`config.mk`:
```
export PLATFORM = sky130hd
export DESIGN_NAME = pwm_cfg_sequencer
export DESIGN_NICKNAME = d
export VERILOG_FILES = /design/src/rtl/pwm_cfg_sequencer.sv
export SDC_FILE = /design/constraint.sdc
export NUM_CORES = 1
export LEC_CHECK = 0
export ABC_AREA = 1
export BUFFER_PORTS_ARGS = -buffer_cell sky130_fd_sc_hd__buf_2
export CORE_MARGIN = 2
export CORE_UTILIZATION = 29
export DETAILED_ROUTE_END_ITERATION = 8
export SYNTH_ARGS = -nofsm -noshare
export SYNTH_HDL_FRONTEND = slang
export SYNTH_SLANG_ARGS = --single-unit
```
`constraint.sdc`:
```
create_clock -name i_clk -period 6.1 [get_ports i_clk]
set_clock_uncertainty 0.15 [all_clocks]
set_input_delay 0.61 -clock i_clk [delete_from_list [all_inputs] [get_ports i_clk]]
set_output_delay 0.61 -clock i_clk [all_outputs]
set_load 0.01 [all_outputs]
```
`src/rtl/pwm_cfg_sequencer.sv`:
```
// Wishbone master that loads a pwm_timer register set: optional stop write,
// then period, duty cycle, divisor and finally the full ctrl word.
module pwm_cfg_sequencer #(
  parameter logic [15:0] CTRL_RUN_MASK = 16'h0014,
  parameter int unsigned ACK_TIMEOUT   = 16
) (
  input  logic        i_clk,
  input  logic        i_rst_n,
  input  logic        i_start,
  input  logic        i_quick,
  input  logic [15:0] i_period,
  input  logic [15:0] i_dc,
  input  logic [15:0] i_divisor,
  input  logic [15:0] i_ctrl,
  output logic        o_busy,
  output logic        o_done,
  output logic        o_err,
  output logic        o_wb_cyc,
  output logic        o_wb_stb,
  output logic        o_wb_we,
  output logic [3:0]  o_wb_adr,
  output logic [15:0] o_wb_data,
  input  logic        i_wb_ack
);

  typedef enum logic [2:0] {
    S_IDLE, S_STOP, S_PER, S_DC, S_DIV, S_CTRL, S_DONE
  } state_t;

  localparam logic [15:0] CNT_LAST = 16'(ACK_TIMEOUT - 1);

  state_t      state_reg, state_next;
  logic        strobe_reg, strobe_next;
  logic [15:0] cnt_reg, cnt_next;
  logic        err_flag_reg, err_flag_next;
  logic [15:0] period_reg, period_next;
  logic [15:0] dc_reg, dc_next;
  logic [15:0] div_reg, div_next;
  logic [15:0] ctrl_reg, ctrl_next;
  logic        busy_reg, busy_next;
  logic        done_reg, done_next;
  logic        err_out_reg, err_out_next;
  logic [3:0]  adr_reg, adr_next;
  logic [15:0] data_reg, data_next;

  always_ff @(posedge i_clk or negedge i_rst_n) begin
    if (!i_rst_n) begin
      state_reg    <= S_IDLE;
      strobe_reg   <= 1'b0;
      cnt_reg      <= '0;
      err_flag_reg <= 1'b0;
      period_reg   <= '0;
      dc_reg       <= '0;
      div_reg      <= '0;
      ctrl_reg     <= '0;
      busy_reg     <= 1'b0;
      done_reg     <= 1'b0;
      err_out_reg  <= 1'b0;
      adr_reg      <= '0;
      data_reg     <= '0;
    end else begin
      state_reg    <= state_next;
      strobe_reg   <= strobe_next;
      cnt_reg      <= cnt_next;
      err_flag_reg <= err_flag_next;
      period_reg   <= period_next;
      dc_reg       <= dc_next;
      div_reg      <= div_next;
      ctrl_reg     <= ctrl_next;
      busy_reg     <= busy_next;
      done_reg     <= done_next;
      err_out_reg  <= err_out_next;
      adr_reg      <= adr_next;
      data_reg     <= data_next;
    end
  end

  always_comb begin
    state_next    = state_reg;
    strobe_next   = strobe_reg;
    cnt_next      = cnt_reg;
    err_flag_next = err_flag_reg;
    period_next   = period_reg;
    dc_next       = dc_reg;
    div_next      = div_reg;
    ctrl_next     = ctrl_reg;
    adr_next      = adr_reg;
    data_next     = data_reg;

    case (state_reg)
      S_IDLE: begin
        if (i_start) begin
          period_next   = i_period;
          dc_next       = i_dc;
          div_next      = i_divisor;
          ctrl_next     = i_ctrl;
          err_flag_next = 1'b0;
          state_next    = i_quick ? S_PER : S_STOP;
        end
      end
      S_DONE: begin
        state_next    = S_IDLE;
        err_flag_next = 1'b0;
      end
      default: begin
        // Write states: one setup cycle, then strobe until ack or timeout
        if (!strobe_reg) begin
          strobe_next = 1'b1;
          cnt_next    = '0;
        end else if (i_wb_ack) begin
          strobe_next = 1'b0;
          case (state_reg)
            S_STOP:  state_next = S_PER;
            S_PER:   state_next = S_DC;
            S_DC:    state_next = S_DIV;
            S_DIV:   state_next = S_CTRL;
            default: state_next = S_DONE;
          endcase
        end else if (cnt_reg == CNT_LAST) begin
          strobe_next   = 1'b0;
          state_next    = S_DONE;
          err_flag_next = 1'b1;
        end else begin
          cnt_next = cnt_reg + 16'd1;
        end
      end
    endcase

    // Address/data are computed from the next state so they are stable
    // from the setup cycle through the whole strobe.
    case (state_next)
      S_STOP: begin adr_next = 4'd0; data_next = ctrl_next & ~CTRL_RUN_MASK; end
      S_PER:  begin adr_next = 4'd2; data_next = period_next; end
      S_DC:   begin adr_next = 4'd3; data_next = dc_next; end
      S_DIV:  begin adr_next = 4'd1; data_next = div_next; end
      S_CTRL: begin adr_next = 4'd0; data_next = ctrl_next; end
      default: ;
    endcase

    busy_next    = (state_next != S_IDLE);
    done_next    = (state_next == S_DONE);
    err_out_next = done_next && err_flag_next;
  end

  assign o_busy    = busy_reg;
  assign o_done    = done_reg;
  assign o_err     = err_out_reg;
  assign o_wb_cyc  = strobe_reg;
  assign o_wb_stb  = strobe_reg;
  assign o_wb_we   = strobe_reg;
  assign o_wb_adr  = adr_reg;
  assign o_wb_data = data_reg;

endmodule

```
Yosys cells after proc, flatten, opt, wreduce, memory -nomap -nowiden. Index checks and enable logic that the tools add are counted.

Bitwise logic cells: 1. Muxes and demuxes: 28. Reduce and logical (&&, ||, !) cells: 8. Equal/unequal tests: 14. $add $sub $neg: 1.

Operators by type and width (count): 2-to-1 mux 16 bit (11); one-hot mux 16 bit (5 select lines) (1); adder 16 x 1 -> 16 bit, second input constant (1); equality test 16 x 4 -> 1 bit, second input constant (1); one-hot mux 4 bit (4 select lines) (1); equality test 3 bit, second input constant (5); equality test 3 x 2 -> 1 bit, second input constant (4); 2-to-1 mux 3 bit (4); one-hot mux 3 bit (4 select lines) (1); 2-to-1 mux 1 bit (7); equality test 3 x 1 -> 1 bit, second input constant (2); one-hot mux 3 bit (2 select lines) (1); nonzero test 5 bit (1); != test 2 bit, second input constant (2); nonzero test 4 bit (1); OR reduction 2 bit (2); logical NOT 3 bit (1); AND reduction 3 bit (1); nonzero test 3 bit (1); 2-to-1 mux 2 bit (1); one-hot mux 1 bit (2 select lines) (1); logical AND 1 bit (1); inverter 1 bit (1).

Logic and storage cells: 65. Output and inout bits: 26. Register bits: 108. Input port bits: 69.

Logic depth before layout (Yosys ltp). Gate-level depths: netlist of run 1.

Depth after elaboration: 8. Mapped depth: 18. Depth with buffers taken out: 17.

Worst setup path after synthesis of run 1. No wires, ideal clock.

Path type: input port to flip-flop. Start point: input port i_start. End point: register data_reg[10] (netlist: o_wb_data[10]). Required time: 5.832 ns. Setup time: 0.118 ns. Path buffers: 2. Stages: 9. Slack: 4.003 ns. Arrival: 1.829 ns. Path through: inv_2 buf_2 nor2_4 buf_2 mux2_2 nand3_1 nand2_2 nor2_2 nor2_2.

Elaborated cells between the ends (all ways): 17. Those cells by class: eq/ne (5); mux (11); reduce/logical (1).

RTL lines: start: declaration (line 9) `input logic i_start,`; 2-to-1 mux 16 bit (line 92) `if (i_start) begin`; 2-to-1 mux 16 bit (line 90) `case (state_reg)`; via ctrl_next[10] (line 39) `logic [15:0] ctrl_reg, ctrl_next;`; one-hot mux 16 bit (5 select lines) (line 131) `case (state_next)`; end signal: assignment (line 74) `data_reg <= data_next;`; end: declaration (line 44) `logic [15:0] data_reg, data_next;`.

The timed path passes the listed nets, and every way through them passes these cells. A chain may end at the register's enable or synchronous reset.

Worst setup path in the final report of run 1.
Start point: register state_reg[0]. End point: register data_reg[12] (netlist: o_wb_data[12]).

Elaborated cells between the ends (all ways): 23. Those cells by class: eq/ne (10); mux (11); reduce/logical (2).

RTL lines: start: declaration (line 32) `state_t state_reg, state_next;`; start signal: assignment (line 62) `state_reg <= state_next;`; logical NOT 3 bit (line 90); 2-to-1 mux 16 bit (line 90); via div_next[12] (line 38) `logic [15:0] div_reg, div_next;`; one-hot mux 16 bit (5 select lines) (line 131).

The timed path passes the listed nets, and every way through them passes these cells.

==> results of run 1 <==
cell usage after synthesis (all sizes together):
library cell and instances:
ha 1, nor3b 2, xnor2 4, nand3b 2, dfrtp 106, nor2 72
nand4 33, conb 1, a21oi 7, clkbuf 6, a31oi 1, nand2 129
o21bai 1, nor4 3, xor2 4, clkinv 2, inv 26, o21ai 38
nor3 9, buf 28, o22ai 1, mux2 36, o31ai 8, nand3 53
worst max-delay path: stages (launching register included):
cell     delay, ns
dfrtp_1       0.44
nor2_2        0.21
nand2_4       0.23
nor2_4        0.13
buf_4         0.60
mux2_2        0.43
nand3_1       0.09
nand3_1       0.13
nor2_2        0.14
nor2_2        0.03
layer usage:
layer / GRT usage, % / up-vias
li1: - / 2060
met1: 19.3 / 1996
met2: 23.7 / 85
met3: 3.04 / 10
met4: 4.41 / 0
met5: 0 / -
power by group through the flow:
stage	Sequential (W)	Combinational, W	Clock, W
2_1_floorplan	0.00113	0.00145	0
3_3_place_gp	0.00114	0.00174	0
4_1_cts	0.00113	0.00178	0.000616
3_5_place_dp	0.00115	0.00177	0
5_1_grt	0.00116	0.00199	0.000640
6_report	0.00113	0.00177	0.000600
final timing paths:
kind,end,slack (ns)
setup / recovery,o_wb_data[12],3.39
max in group asynchronous,div_reg[14],4.49
hold reg to reg,period_reg[10],0.35
min in group i_clk,period_reg[10],0.35
hold / removal,ctrl_reg[2],0.11
setup reg to reg,o_wb_data[12],3.39
through the flow:
stage	hold WS (ns)	power (W)	instance area, um2	setup WS (ns)
after floorplan	0.164	0.00258	5260	4.00
after global placement	0.324	0.00288	5810	3.27
after detailed placement	0.334	0.00291	5810	3.26
after CTS	0.120	0.00353	6110	3.35
after global routing	0.154	0.00379	6110	3.16
final	0.110	0.00349	6110	3.39
area by class of cell:
cell class	count	area, um2
clock buffer	10	229
clock inverter	6	73.8
fill	1904	11800
inverter	28	118
multi-input combinational	406	2270
sequential	106	2650
tap	229	287
timing repair buffer	94	478
cells by family after synthesis:
group           count (synthesis)
flops                         106
compound gates                 56
mux                            36
other cells                     1
buf+inv                        62
xor+xnor                        8
simple gates                  303
fa+ha+maj                       1
==> flow_metrics.env, run 1 <==
export IMPL_finalCoreUtilization_pct=34.1
export IMPL_ys_top_cells_by_area="dfrtp_1 (50%), mux2_2 (7.7%), nand2_1 (7.7%), nand3_1 (5.0%), nand4_1 (3.9%)"
export IMPL_ys_warn_count=0
export IMPL_viasPerCell=4.72
export IMPL_ys_ff_latch=106
export IMPL_r2r_cells=9
export IMPL_synthCells=573
export IMPL_routed_wl_met2_um=6510
export IMPL_core_um2=17900
export IMPL_drtIter0Drc=221
export IMPL_synthMuxAreaShare_pct=7.71
export IMPL_crit_path_start_kind="register"
export IMPL_power_density_nw_per_um2=572
export IMPL_critPathLaunch="state_reg[0]"
export IMPL_antenna_left=0
export IMPL_status="complete, no violations"
export IMPL_mostFrequentLayoutCell="nand2_1"
export IMPL_synth_avg_cell_area_um2=9.18
export IMPL_synthAdderAreaFrac_pct=0.238
export IMPL_cp_end_kind="register"
export IMPL_comb_power_share_pct=50.6
export IMPL_worstSetupPathType="reg2reg"
export IMPL_die_y_um=139
export IMPL_root_buffer="clkbuf_16"
export IMPL_max_cap_violations=0
export IMPL_cts_inserted_buffers=9
export IMPL_rows=49
export IMPL_final_hold_viol_count=0
export IMPL_dieArea_um2=19200
export IMPL_die_w_um=139
export IMPL_initial_core_util_pct=29.4
export IMPL_synthXorXnorAreaFrac_pct=1.33
export IMPL_clock_sinks=106
export IMPL_io_pins=95
export IMPL_power_frac_clock_pct=17.2
export IMPL_tightest_slew_ns=0.766
export IMPL_cp_max_fo=64
export IMPL_worst_ep_required_time_ns=6.20
export IMPL_cts_resized_gates=0
export IMPL_p_sw_share_pct=45.2
export IMPL_vdd_drop_max_uv=209
export IMPL_drv_slew=0
export IMPL_drc=0
export IMPL_port_buffers=92
export IMPL_grt_pass1_wl_um=22000
export IMPL_ys_seq_area_share_pct=50.5
export IMPL_p_sw_w=0.00158
export IMPL_p_leak_nw=2.86
export IMPL_tritoncts="done"
export IMPL_dr_max_layer_used="met4"
export IMPL_synth_compound_area_share_pct=5.88
export IMPL_slew_headroom_pct=48.9
export IMPL_synth_cell_type_count=39
export IMPL_met3_length_um=569
export IMPL_fin_crit_ns=2.71
export IMPL_synth_top_area_share_pct=50.5
export IMPL_hold_buffers=0
export IMPL_hpwl_um=9740
export IMPL_overflow=0
export IMPL_min_period_over_period_pct=44.5
export IMPL_grt_max_degree=65
export IMPL_synth_area_um2=5260
export IMPL_final_cell_mix="nand2_1 (108), dfrtp_1 (106), buf_2 (91)"
export IMPL_post_drt_wl_per_cell_um=15.2
export IMPL_post_cts_setup_buffer_count=0
export IMPL_cp_arrival_ns=2.82
export IMPL_r2r_start="state_reg[0]"
export IMPL_met1_length_um=6140
export IMPL_insertedDiodeCount=0
export IMPL_drtPass1Iterations=4
export IMPL_area_growth_syn_to_layout_pct=16.2
export IMPL_grt_pass1_vias=4189
export IMPL_htreeDepth=3
export IMPL_yosys_area_top_type="dfrtp_1"
export IMPL_tns_ns=0
export IMPL_nets=715
export IMPL_synth_simple_gate_area_share_pct=27.9
export IMPL_clk_insertion_delay_late_ns=0.36
export IMPL_wl_um=13400
export IMPL_groute_usage_overall_pct=14.4
export IMPL_intPower_w=0.00191
export IMPL_fmax_mhz=368
export IMPL_rsz0062_at_grt="no"
export IMPL_placed_cells=863
export IMPL_clkTransAtPathRegs_ns=0.07
export IMPL_finalSetupViolations=0
export IMPL_synth_top_family_by_area="simple AND/OR/NAND/NOR gates"
export IMPL_antenna_found_initial=0
export IMPL_num_vias=4151
export IMPL_place_congestion=0.787
export IMPL_min_path_type="in2async"
export IMPL_final_cells=879
export IMPL_seqPwrFrac_pct=32.3
export IMPL_drive_gt1_share_pct=29.5
export IMPL_cts_path_max_buffers=2
No activity file was read; power rests on OpenSTA's default activity.
==> inputs of run 2 (changes only) <==
- clock period: 6.1 -> 2.21 ns (I/O delays scaled with it)
==> flow_metrics.env, run 2 (synthesis gave the netlist of run 1 again) <==
export IMPL_mostFrequentLayoutCell="nand2_1"
export IMPL_cts_path_max_buffers=2
export IMPL_rsz0062_at_grt="yes"
export IMPL_violations="hold timing"
export IMPL_groute_usage_overall_pct=15.7
export IMPL_num_vias=4640
export IMPL_drtIter0Drc=324
export IMPL_hpwl_um=10700
export IMPL_worst_ep_required_time_ns=2.35
export IMPL_drv_slew=0
export IMPL_die_y_um=139
export IMPL_dpl_instance_area_um2=6140
export IMPL_port_buffers=92
export IMPL_nets=817
export IMPL_clk_insertion_delay_late_ns=0.36
export IMPL_initial_core_util_pct=29.4
export IMPL_tightest_slew_ns=0.552
export IMPL_final_hold_viol_count=1
export IMPL_cp_arrival_ns=2.29
export IMPL_grt_pass1_vias=4582
export IMPL_fillerInstances=1767
export IMPL_clkTransAtPathRegs_ns=0.07
export IMPL_p_total_w=0.0114
export IMPL_drtPass1Iterations=5
export IMPL_io_pins=95
export IMPL_r2r_cells=16
export IMPL_final_area_um2=7280
export IMPL_dieArea_um2=19200
export IMPL_viasPerCell=4.73
export IMPL_die_w_um=139
export IMPL_crit_slowest_cell="dfrtp_1"
export IMPL_root_buffer="clkbuf_16"
export IMPL_fmax_mhz=465
export IMPL_slew_headroom_pct=63.2
export IMPL_place_congestion=0.864
export IMPL_grt_max_degree=40
export IMPL_post_drt_wl_per_cell_um=15.7
export IMPL_wl_um=15400
export IMPL_crit_path_cell_trace="ha_2, nand2_2, inv_2, nand2_2, nor2_2, nand2_2, nand3_2, nand2_4, nand2_8, nor2_8, nand2_4, nand2_8, clkinv_8, nand2_4, nor2_4, nor2_2"
export IMPL_final_cell_mix="nand2_1 (105), dfrtp_1 (104), buf_2 (91)"
export IMPL_tns_ns=0
export IMPL_rows=49
export IMPL_critPathMaxStageDelay_ns=0.39
export IMPL_cp_end_kind="register"
export IMPL_area_growth_syn_to_layout_pct=38.6
export IMPL_cts_inserted_buffers=9
export IMPL_fin_crit_ns=2.15
export IMPL_min_path_type="in2reg"
export IMPL_max_cap_violations=0
export IMPL_worstSetupPathType="reg2reg"
export IMPL_overflow=0
export IMPL_grt_pass1_wl_um=23800
export IMPL_drive_gt1_share_pct=35.0
export IMPL_min_period_over_period_pct=97.3
export IMPL_tritoncts="done"
export IMPL_crit_path_start_kind="register"
export IMPL_min_path_cells=3
export IMPL_drc=0
export IMPL_finalSetupViolations=0
export IMPL_htreeDepth=3
export IMPL_vdd_drop_max_uv=718
export IMPL_insertedDiodeCount=0
export IMPL_p_leak_nw=3.39
export IMPL_status="finished with violations"
export IMPL_cp_max_fo=7
export IMPL_antenna_found_initial=0
export IMPL_core_um2=17900
export IMPL_antenna_left=0
export IMPL_hold_ws_ns=-0.000478
export IMPL_clock_sinks=106
export IMPL_power_density_nw_per_um2=1560
[run 2: cell count changes in the layout (fill, tap and decap cells not counted), sizes merged]
cell,change
dlygate4sd3,+52
nand2,+1
clkbuf,+2
clkinvlp,-1
clkinv,+3
buf,+45
[run 2: repair_timing]
action	CTS	global route
pin swaps	0	17
hold endpoints to repair	86	0
endpoints found under the setup margin	3	23
buffers inserted	0	8
gates resized for setup	3	40
hold buffers	52	0
gates cloned	0	5
[run 2: final timing paths]
path | startpoint | end | slack, ns
worst max-delay path | cnt_reg[1] | o_wb_data[11] | 0.06
worst min-delay path | i_dc[15] | dc_reg[15] | -0.0005
worst max register to register | cnt_reg[1] | o_wb_data[11] | 0.06
worst min register to register | o_wb_adr[1] | o_wb_adr[1] | 0.33
max in group asynchronous | i_rst_n | state_reg[0] | 1.01
min in group asynchronous | i_rst_n | period_reg[4] | 0.26
[run 2: cell type report]
| type | instances | area [um2] | area share, % |
|---|---|---|---|
| Sequential cell | 106 | 2660 | 36.4 |
| Timing Repair Buffer | 193 | 1450 | 19.9 |
| Multi-Input combinational cell | 407 | 2420 | 33.3 |
| Clock inverter | 6 | 71.3 | 0.979 |
| Tap cell | 229 | 287 | 3.93 |
| Clock buffer | 10 | 239 | 3.28 |
| Timing Repair inverter | 2 | 25.0 | 0.344 |
| Inverter | 28 | 133 | 1.82 |
[run 2: report_power, final]
group | switching (W) | internal [W]
combinational | 0.00403 | 0.00255
clock | 0.000756 | 0.000922
sequential | 0.000322 | 0.00279
[run 2: through the flow]
stage | utilization, % | instances | setup WS, ns | hold slack (ns)
3_3_place_gp | 34.3 | 900 | -0.0488 | 0.0921
4_1_cts | 39.0 | 968 | 0.00624 | 0.00228
5_1_grt | 40.7 | 981 | -0.0528 | 0.0171
2_1_floorplan | - | 574 | 0.137 | -0.225
6_report | 40.7 | 981 | 0.0593 | -0.000478
3_5_place_dp | 34.3 | 900 | -0.00210 | 0.0930
[run 2: metal layers]
metal	track usage [%]	share of wire [%]	up-vias	routed length (um)
li1	-	-	2281	-
met1	20.3	45	2205	6940
met2	26.1	48	120	7430
met3	2.59	3.6	34	553
met4	6.80	3.0	0	456
met5	0	0	-	0
[run 2: critical path, delay by kind of cell (launching register included)]
family / cells / cell delay, ns
and+or+nand+nor: 13 / 1.22
DFF: 1 / 0.39
adders and majority gates: 1 / 0.20
buffers and inverters: 2 / 0.12
==> inputs of run 3 (changes only) <==
- CELL_PAD_IN_SITES_DETAIL_PLACEMENT: default -> 1
- CELL_PAD_IN_SITES_GLOBAL_PLACEMENT: default -> 2
- PLACE_DENSITY_LB_ADDON: default -> 0.1
==> flow_metrics.env, run 3 (synthesis gave the netlist of run 1 again) <==
export IMPL_status="finished with violations"
export IMPL_violations="hold timing"
export IMPL_crit_path_start_kind="register"
export IMPL_htreeDepth=3
export IMPL_die_y_um=139
export IMPL_place_congestion=0.841
export IMPL_finalSetupViolations=0
export IMPL_power_density_nw_per_um2=1600
export IMPL_cts_inserted_buffers=9
export IMPL_rows=49
export IMPL_hpwl_um=12400
export IMPL_drc=0
export IMPL_placed_cells=905
export IMPL_crit_path_cell_trace="ha_2, nand2_2, inv_2, nand2_2, nor2_2, nand2_2, nand3_2, nand2_4, nand2_8, nor2_8, nand2_4, nand2_8, clkinv_8, nor2_1, nor2_2"
export IMPL_power_frac_clock_pct=13.0
export IMPL_final_cell_mix="dfrtp_1 (106), nand2_1 (102), buf_2 (91)"
export IMPL_fillerInstances=2062
export IMPL_p_sw_w=0.00550
export IMPL_worstSetupPathType="reg2reg"
export IMPL_root_buffer="clkbuf_16"
export IMPL_overflow=0
export IMPL_antenna_found_initial=0
export IMPL_grt_max_degree=42
export IMPL_insertedDiodeCount=0
export IMPL_hold_ws_ns=-0.000588
export IMPL_initial_core_util_pct=29.4
export IMPL_p_sw_share_pct=45.9
export IMPL_intPower_w=0.00648
export IMPL_worst_ep_required_time_ns=2.31
export IMPL_area_growth_syn_to_layout_pct=42.3
export IMPL_p_leak_nw=3.49
export IMPL_seqPwrFrac_pct=25.9
export IMPL_final_hold_viol_count=1
export IMPL_fmax_mhz=454
export IMPL_drive_gt1_share_pct=37.7
export IMPL_clock_sinks=106
export IMPL_cp_end_kind="register"
export IMPL_tritoncts="done"
export IMPL_drtIter0Drc=193
export IMPL_drv_slew=0
export IMPL_max_cap_violations=0
export IMPL_antenna_left=0
export IMPL_core_um2=17900
export IMPL_port_buffers=92
export IMPL_wl_um=17300
export IMPL_min_period_over_period_pct=99.7
export IMPL_cpMostUsedCell="nand2_2"
export IMPL_fin_crit_ns=2.20
export IMPL_rsz0062_at_grt="yes"
export IMPL_nets=828
export IMPL_groute_usage_overall_pct=18.0
export IMPL_finalCoreUtilization_pct=41.8
export IMPL_grt_pass1_vias=4970
export IMPL_mostFrequentLayoutCell="dfrtp_1"
export IMPL_viasPerCell=4.75
export IMPL_crit_slowest_cell="dfrtp_1"
export IMPL_comb_power_share_pct=61.2
export IMPL_post_drt_wl_per_cell_um=17.5
export IMPL_critPathMaxStageDelay_ns=0.39
export IMPL_grt_pass1_wl_um=27200
export IMPL_cts_path_max_buffers=2
export IMPL_final_cells=992
export IMPL_vdd_drop_max_uv=699
export IMPL_multiInputGateArea_um2=2510
export IMPL_min_path_type="in2reg"
export IMPL_cp_max_fo=7
export IMPL_clkTransAtPathRegs_ns=0.08
export IMPL_num_vias=4714
export IMPL_cp_arrival_ns=2.31
export IMPL_die_w_um=139
export IMPL_dieArea_um2=19200
export IMPL_seq_area_um2=2650
export IMPL_critPathTopFamily="simple AND/OR/NAND/NOR gates"
export IMPL_drtPass1Iterations=4
export IMPL_clk_insertion_delay_late_ns=0.35
export IMPL_io_pins=95
export IMPL_critPathBufInv=2
==> run 3: power groups by stage <==
stage,clock network (W),logic (W),registers (W)
global route,0.00168,0.00806,0.00320
finish,0.00155,0.00733,0.00310
detailed placement,0,0.00601,0.00312
CTS,0.00163,0.00625,0.00309
floorplan,0,0.00400,0.00313
global placement,0,0.00587,0.00309
==> run 3: timing repair <==
item | CTS | global route
endpoints found under the setup margin | 14 | 21
hold buffers | 55 | 0
endpoints found under the hold margin | 81 | 0
pin swaps | 2 | 19
setup buffers | 0 | 11
gates resized for setup | 5 | 57
gates cloned | 1 | 4
==> run 3: final cells by class <==
| cell class | instances | share of cell area [%] |
|---|---|---|
| timing repair inverter | 3 | 0.485 |
| timing repair buffer | 203 | 21.2 |
| inverter | 28 | 1.77 |
| clock inverter | 6 | 0.669 |
| clock buffer | 10 | 3.06 |
| tap | 229 | 3.83 |
| sequential | 106 | 35.5 |
| multi-input combinational | 407 | 33.6 |
==> run 3: routing by layer <==
| layer | vias up | part of all wire [%] | track usage [%] |
|---|---|---|---|
| met3 | 18 | 3.0 | 2.11 |
| met5 | - | 0 | 0 |
| met4 | 0 | 2.0 | 6.38 |
| met1 | 2312 | 49 | 25.4 |
| met2 | 83 | 46 | 28.7 |
| li1 | 2301 | - | - |
==> run 3: tightest hold or removal path, stage by stage <==
cell     delay [ns]
buf_2          0.09
nand2_1        0.05
nand2_1        0.10
==> run 3: stage by stage <==
step	total power [W]	setup WS, ns	TNS [ns]	area (um2)
after detailed placement	0.00913	-0.0480	-0.238	6220
after CTS	0.0110	0.00390	0	7110
after global placement	0.00896	-0.0503	-0.0738	6220
after floorplan	0.00713	0.137	0	5260
final	0.0120	0.00564	0	7480
after global routing	0.0129	-0.115	-1.58	7480
==> run 3: worst paths after layout <==
check                           cells past startpoint        start  slack [ns]            to
worst min register to register                      2  o_wb_adr[1]        0.34   o_wb_adr[1]
min in group asynchronous                           2      i_rst_n        0.20   cnt_reg[12]
worst max register to register                     15   cnt_reg[1]       0.006  o_wb_data[9]
worst min-delay path                                3      i_dc[5]     -0.0006     dc_reg[5]
max in group asynchronous                           3      i_rst_n        1.04      o_wb_cyc
worst max-delay path                               15   cnt_reg[1]       0.006  o_wb_data[9]
